`src/rtl/pipe_stage_buf.sv`:
```
// Elastic pipeline stage: main + skid entry behind a valid/ready handshake, flushable.
// Define PIPE_STAGE_PERF_EN to add the saturating back-pressure counter stall_cnt_o.
module pipe_stage_buf #(
    parameter int DATA_W   = 32,
    parameter int NUM_DATA = 2,
    parameter int RD_W     = 5,
    parameter int CTRL_W   = 4
`ifdef PIPE_STAGE_PERF_EN
    ,
    parameter int CNT_W    = 16
`endif
) (
    input  logic                       clk_i,
    input  logic                       rst_i,
    input  logic                       in_valid_i,
    output logic                       in_ready_o,
    input  logic [NUM_DATA*DATA_W-1:0] in_data_i,
    input  logic [RD_W-1:0]            in_rd_i,
    input  logic [CTRL_W-1:0]          in_ctrl_i,
    input  logic                       flush_i,
    output logic                       out_valid_o,
    input  logic                       out_ready_i,
    output logic [NUM_DATA*DATA_W-1:0] out_data_o,
    output logic [RD_W-1:0]            out_rd_o,
    output logic [CTRL_W-1:0]          out_ctrl_o
`ifdef PIPE_STAGE_PERF_EN
    ,
    output logic [CNT_W-1:0]           stall_cnt_o
`endif
);

    typedef enum logic [1:0] {
        EMPTY = 2'b00,
        ONE   = 2'b01,
        FULL  = 2'b10
    } state_e;

    typedef struct packed {
        logic [NUM_DATA-1:0][DATA_W-1:0] data;
        logic [RD_W-1:0]                 rd;
        logic [CTRL_W-1:0]               ctrl;
    } entry_t;

    state_e state;
    entry_t inEntry, mainQ, skidQ;
    logic   push, pop;

    assign inEntry = {in_data_i, in_rd_i, in_ctrl_i};

    // Handshake flags come straight from the occupancy register: no in->out comb path.
    assign in_ready_o  = (state != FULL);
    assign out_valid_o = (state != EMPTY);
    assign push        = in_valid_i & in_ready_o;
    assign pop         = out_valid_o & out_ready_i;

    assign out_data_o = mainQ.data;
    assign out_rd_o   = mainQ.rd;
    assign out_ctrl_o = out_valid_o ? mainQ.ctrl : '0;

    always_ff @(posedge clk_i) begin
        if (rst_i) begin
            state <= EMPTY;
            mainQ <= '0;
            skidQ <= '0;
        end else if (flush_i) begin
            state <= EMPTY;
        end else begin
            case (state)
                EMPTY: if (push) begin
                    mainQ <= inEntry;
                    state <= ONE;
                end
                ONE: begin
                    if (push && pop) begin
                        mainQ <= inEntry;
                    end else if (push) begin
                        skidQ <= inEntry;
                        state <= FULL;
                    end else if (pop) begin
                        state <= EMPTY;
                    end
                end
                FULL: if (pop) begin
                    mainQ <= skidQ;
                    state <= ONE;
                end
                default: state <= EMPTY;
            endcase
        end
    end

`ifdef PIPE_STAGE_PERF_EN
    // Counts cycles the head is held by downstream; survives flush on purpose.
    always_ff @(posedge clk_i) begin
        if (rst_i) begin
            stall_cnt_o <= '0;
        end else if (out_valid_o && !out_ready_i && (stall_cnt_o != {CNT_W{1'b1}})) begin
            stall_cnt_o <= stall_cnt_o + 1'b1;
        end
    end
`endif

endmodule

```
`config.mk`:
```
export PLATFORM = sky130hd
export DESIGN_NAME = pipe_stage_buf
export DESIGN_NICKNAME = d
export VERILOG_FILES = /design/src/rtl/pipe_stage_buf.sv
export SDC_FILE = /design/constraint.sdc
export NUM_CORES = 1
export LEC_CHECK = 0
export BUFFER_PORTS_ARGS = -buffer_cell sky130_fd_sc_hd__buf_2
export CORE_MARGIN = 1
export CORE_UTILIZATION = 45
export CTS_CLUSTER_DIAMETER = 40
export DETAILED_ROUTE_END_ITERATION = 8
export PLACE_DENSITY = 0.65
export REMOVE_ABC_BUFFERS = 1
export SLEW_MARGIN = 40
export SYNTH_ARGS = -nofsm -noshare
export SYNTH_HDL_FRONTEND = slang
export SYNTH_SLANG_ARGS = --single-unit
```
`constraint.sdc`:
```
create_clock -name clk_i -period 3.4 [get_ports clk_i]
set_input_delay 0.85 -clock clk_i [delete_from_list [all_inputs] [get_ports clk_i]]
set_output_delay 0.85 -clock clk_i [all_outputs]
set_load 0.01 [all_outputs]
```
==> metrics.txt, run 1 <==
outcome=finished clean; via count=5,594; commonest non-fill, non-tap cell in the layout=buf_2; number of enable flip-flop cells after synthesis=0; IR drop worst, VDD=0.331 mV; hold depth=2; Final Setup Violations=0; pre-CTS setup slack=0.958 ns; vias in the first global route=5,101; core area=16,600 sq um; Fmax=469 MHz; Tot Pwr=4.30 mW; drt wl/cell=14.7 um; Post-DP Area=7790 sq um; post-CTS setup buffer count=0; critical path launch point type=flop; Max Fanout on Critical Path=7; post-synthesis sequential area ratio=38.7%; FF/Latch Area=2960 sq um; share of cells above drive strength 1=28.1%; DPL Wire Length=9.08 mm; Port Buffers=152; FF-to-FF Start=state[1]$_SDFFE_PP0P_; CTS resizes=0; # fillers=1,602; All-Layer GR Usage=18.5%; min-delay worst type=reg -> reg; most frequent cells in the layout=buf_2 (150), nand2_1 (148), dfxtp_1 (148); Critical Path AT=1.28 ns; clk_skew=0.00585 ns; largest net degree at the start of global routing=150; final worst-path cycle share=62.8%; nets@finish=939; fin crit period=2.13 ns; data required time of the worst path=2.55 ns; clock latency at the later pin of the worst-skew pair=0.42 ns; Synth Instances=829; DRC Markers=0; hold wc startpoint=skidQ[8]$_SDFFE_PP0P_; worst setup margin=1.27 ns; Hold Path Sink=skidQ[8]$_SDFFE_PP0P_; synth warn=0; Static Leakage=3.91 nW; grt total ovfl=0; die height=132 um; CTS tree=yes; maximum capacitance violations=0; Avg Inst Size Synth=9.24 sq um; critical path class=reg -> out; cts-stage hold buffer count=0; First DRT Iteration DRCs=324; Post-Syn Area=7660 sq um; routability cong.=0.731; area of the multi-input gates=3630 sq um; final instance area=8460 sq um; Reg clk slew, reported paths=0.06 ns; DIE AREA=17,500 sq um; Area growth syn-to-layout=10.5%; cell row count=47; asr flop ratio synth=0%; pwr dens=508 nW/um^2; initial antenna violation count=1; TritonCTS Sinks=148; total CTS buffers=17; reg2reg setup slack=1.46 ns; RSZ-0062 raised after global routing=false; r2r worst-path depth=5; initial core utilization=46.2%; Synth cell types=28; Clock Path Buffers=2; clk root buf=clkbuf_16; Synth Register Bits=148; measured slew at the worst slew-check pin=0.773 ns; drt total wl=16.1 mm; Ports=153; Slew Limit Headroom=48.5%; ANT nets after route=0; first-pass GRT wire length=26.1 mm; Top FF cell, synth=dfxtp_1; H-tree Lvls=4; Fin. Hold Viols=0; crit end category=output port; FF-to-FF End=out_data_o[53]$_SDFFE_PP0P_; vias per inst=5.11; chip width=132 um; DRT Pass-1 Iters=4; Slew Viols, Final=0
==> report_power, final <==
| part | leakage [nW] | internal (mW) | switching [mW] | total (mW) |
|---|---|---|---|---|
| combinational | 2.38 | 0.156 | 0.244 | 0.400 |
| clock | 0.323 | 1.38 | 0.712 | 2.09 |
| sequential | 1.20 | 1.79 | 0.0229 | 1.81 |
==> cell type report <==
cell class                 instances  area share [%]
timing repair buffer             162            10.9
tap                              220            3.25
inverter                           1          0.0444
antenna                            1          0.0296
multi-input combinational        531            43.0
clock buffer                      23            5.77
sequential                       148            35.0
clock inverter                     9            2.04
==> worst max-delay path, stage by stage, from the launching register on <==
cell and delay (ns):
dfxtp_1 0.38, nor2_1 0.27, nor2b_1 0.08, buf_2 0.14
==> through the flow <==
stage          hold WS (ns)  std cells  TNS [ns]  utilization, %
6_report              0.451       1095         0            51.0
5_1_grt               0.469       1094         0            51.0
4_1_cts               0.453       1094         0            51.0
3_5_place_dp          0.446       1062         0            47.0
3_3_place_gp          0.440       1062         0            47.0
2_1_floorplan         0.430        680   -130.78               -
==> Yosys cell counts, types with 2 or more instances <==
master / count / share of area (%)
a21oi_1: 74 / 4.8
buf_12: 6 / 1.6
buf_2: 17 / 1.1
buf_4: 73 / 7.2
buf_6: 16 / 2.4
clkbuf_1: 36 / 1.8
dfxtp_1: 148 / 39
mux2i_1: 73 / 9.5
nand2_1: 148 / 7.3
nand2b_1: 2 / 0.16
nor2b_1: 77 / 6.3
o21ai_0: 60 / 3.9
o21ai_1: 13 / 0.85
o41ai_1: 25 / 2.9
o41ai_2: 48 / 10
==> worst max-delay path by stage <==
stage | startpoint | slack, ns | cells after the start | end
floorplan | out_ready_i | -1.87 | 4 | mainQ[0]$_SDFFE_PP0P_
global placement | out_ready_i | 1.0 | 6 | skidQ[23]$_SDFFE_PP0P_
detailed placement | out_ready_i | 0.96 | 6 | skidQ[33]$_SDFFE_PP0P_
CTS | state[1]$_SDFFE_PP0P_ | 1.24 | 3 | out_ctrl_o[1]
global route | state[1]$_SDFFE_PP0P_ | 1.16 | 3 | out_ctrl_o[2]
finish | state[1]$_SDFFE_PP0P_ | 1.27 | 3 | out_ctrl_o[1]
==> logic make-up (layout without fill, tap and decap cells) <==
logic type	count (synthesis)	after routing	share of synthesized area [%]
and+or+nand+nor	234	234	14.5
other	0	1	0
muxes	73	73	9.54
buffers and inverters	150	195	14.1
AOI/OAI and AO/OA	224	224	23.2
DFF	148	148	38.7
==> layer usage <==
layer | share of wire (%) | GRT usage (%)
met5 | 0.075 | 0
met4 | 1.3 | 6.39
met3 | 5.1 | 5.33
met2 | 44 | 27.9
met1 | 49 | 25.3
==> sequential cells by signal, summed over array words and instances, names as in the netlist <==
register	count
state	2
out_rd_o	5
mainQ	4
out_data_o	64
skidQ	73
(Power assumes the default switching activity.)
==> run 2: changes to the inputs <==
PLACE_DENSITY = 0.68   (was 0.65)
clock period = 1.9 ns   (was 3.4 ns; I/O delays follow)
==> metrics.txt, run 2 (synthesis results as in run 1) <==
outcome=finished clean; TritonCTS Sinks=148; IR drop worst, VDD=0.618 mV; All-Layer GR Usage=19.7%; initial antenna violation count=0; busiest grt layer=met2; GRT met3 Usage=4.67%; Final Setup Violations=0; largest net degree at the start of global routing=71; ANT nets after route=0; DRT Pass-1 Iters=4; Fmax=573 MHz; final worst-path cycle share=91.8%; data required time of the worst path=1.42 ns; fin crit period=1.74 ns; commonest non-fill, non-tap cell in the layout=buf_2; grt total ovfl=0; CTS tree=yes; worst setup margin=0.156 ns; DIE AREA=17,500 sq um; Port Buffers=152; clock latency at the later pin of the worst-skew pair=0.43 ns; cts-stage hold buffer count=0; initial core utilization=46.2%; Area growth syn-to-layout=12.8%; H-tree Lvls=4; Static Leakage=4.00 nW; cell row count=47; FF-to-FF Start=state[1]$_SDFFE_PP0P_; clk_skew=0.0129 ns; first-pass GRT wire length=27.8 mm; min-delay worst type=in -> reg; Clock Path Buffers=2; most frequent cells in the layout=buf_2 (150), nand2_1 (148), dfxtp_1 (148); Fin. Hold Viols=0; drt total wl=17.0 mm; critical path class=reg -> out; core area=16,600 sq um; vias per inst=5.19; total CTS buffers=17; crit end category=output port; Tot Pwr=7.38 mW; pwr dens=854 nW/um^2; Post-Place Cells=1,082; routability cong.=0.731; Slew Viols, Final=0; DRC Markers=0; measured slew at the worst slew-check pin=0.601 ns; die height=132 um; share of cells above drive strength 1=30.1%; Top reg by flops=skidQ; chip width=132 um; First DRT Iteration DRCs=287; worst hold margin=0.287 ns; drt wl/cell=15.2 um; via count=5,794; Ports=153; clk root buf=clkbuf_16; Layout Cells excl Fill=1,117; hold wc startpoint=in_data_i[26]; Slew Limit Headroom=60.0%; beginning of the critical path=state[1]$_SDFFE_PP0P_; maximum capacitance violations=0; DPL Wire Length=10.9 mm; Reg clk slew, reported paths=0.06 ns; Critical Path AT=1.27 ns; Max Fanout on Critical Path=7; vias in the first global route=5,489; critical path launch point type=flop; RSZ-0062 raised after global routing=false; max FFs per register=73; nets@finish=962; M2 GR Usage=31.5%; met1 global-route usage=26.0%; pre-CTS setup slack=0.0785 ns; Core Util, Final=52.1%
[run 2: critical path: stages, from the launching register on]
cell	delay [ns]
dfxtp_1	0.47
nor2_2	0.12
nor2b_1	0.12
buf_2	0.14
[run 2: power breakdown]
part | internal (mW) | switching [mW] | total (mW) | leakage, nW
logic | 0.309 | 0.446 | 0.755 | 2.52
clock network | 2.05 | 1.32 | 3.38 | 0.278
registers | 3.20 | 0.0470 | 3.25 | 1.20
[run 2: layer usage]
layer  wire (um)  up-vias
li1            -     2934
met1        8040     2710
met2        7840      133
met3         850       17
met4         229        0
met5           0        -
[run 2: cell type report]
cell class / count / area (sq um)
Sequential cell: 148 / 2960
Tap cell: 220 / 275
Clock buffer: 18 / 429
Clock inverter: 13 / 161
Inverter: 1 / 3.75
Multi-Input combinational cell: 531 / 3640
Antenna cell: 1 / 2.50
Timing Repair Buffer: 185 / 1160
Fill cell: 1542 / 7950
[run 2: metrics by stage]
stage	setup TNS (ns)	area, sq um
after global placement	0	8010
after CTS	0	8630
final	0	8640
after floorplan	-241.63	6580
after detailed placement	0	8010
after global routing	0	8630
[run 2: timing repair]
| item | in CTS | in global routing |
|---|---|---|
| endpoints found under the setup margin | 1 | 5 |
| resized for setup | 0 | 1 |
| setup buffers | 3 | 0 |
| pin swaps | 0 | 0 |
| cloned | 0 | 0 |
[run 2: final timing paths]
kind | endpoint | cells after the start | slack (ns)
setup reg to reg | out_data_o[36]$_SDFFE_PP0P_ | 5 | 0.18
setup / recovery | out_ctrl_o[0] | 3 | 0.16
hold reg to reg | skidQ[43]$_SDFFE_PP0P_ | 2 | 0.45
hold / removal | skidQ[35]$_SDFFE_PP0P_ | 3 | 0.29
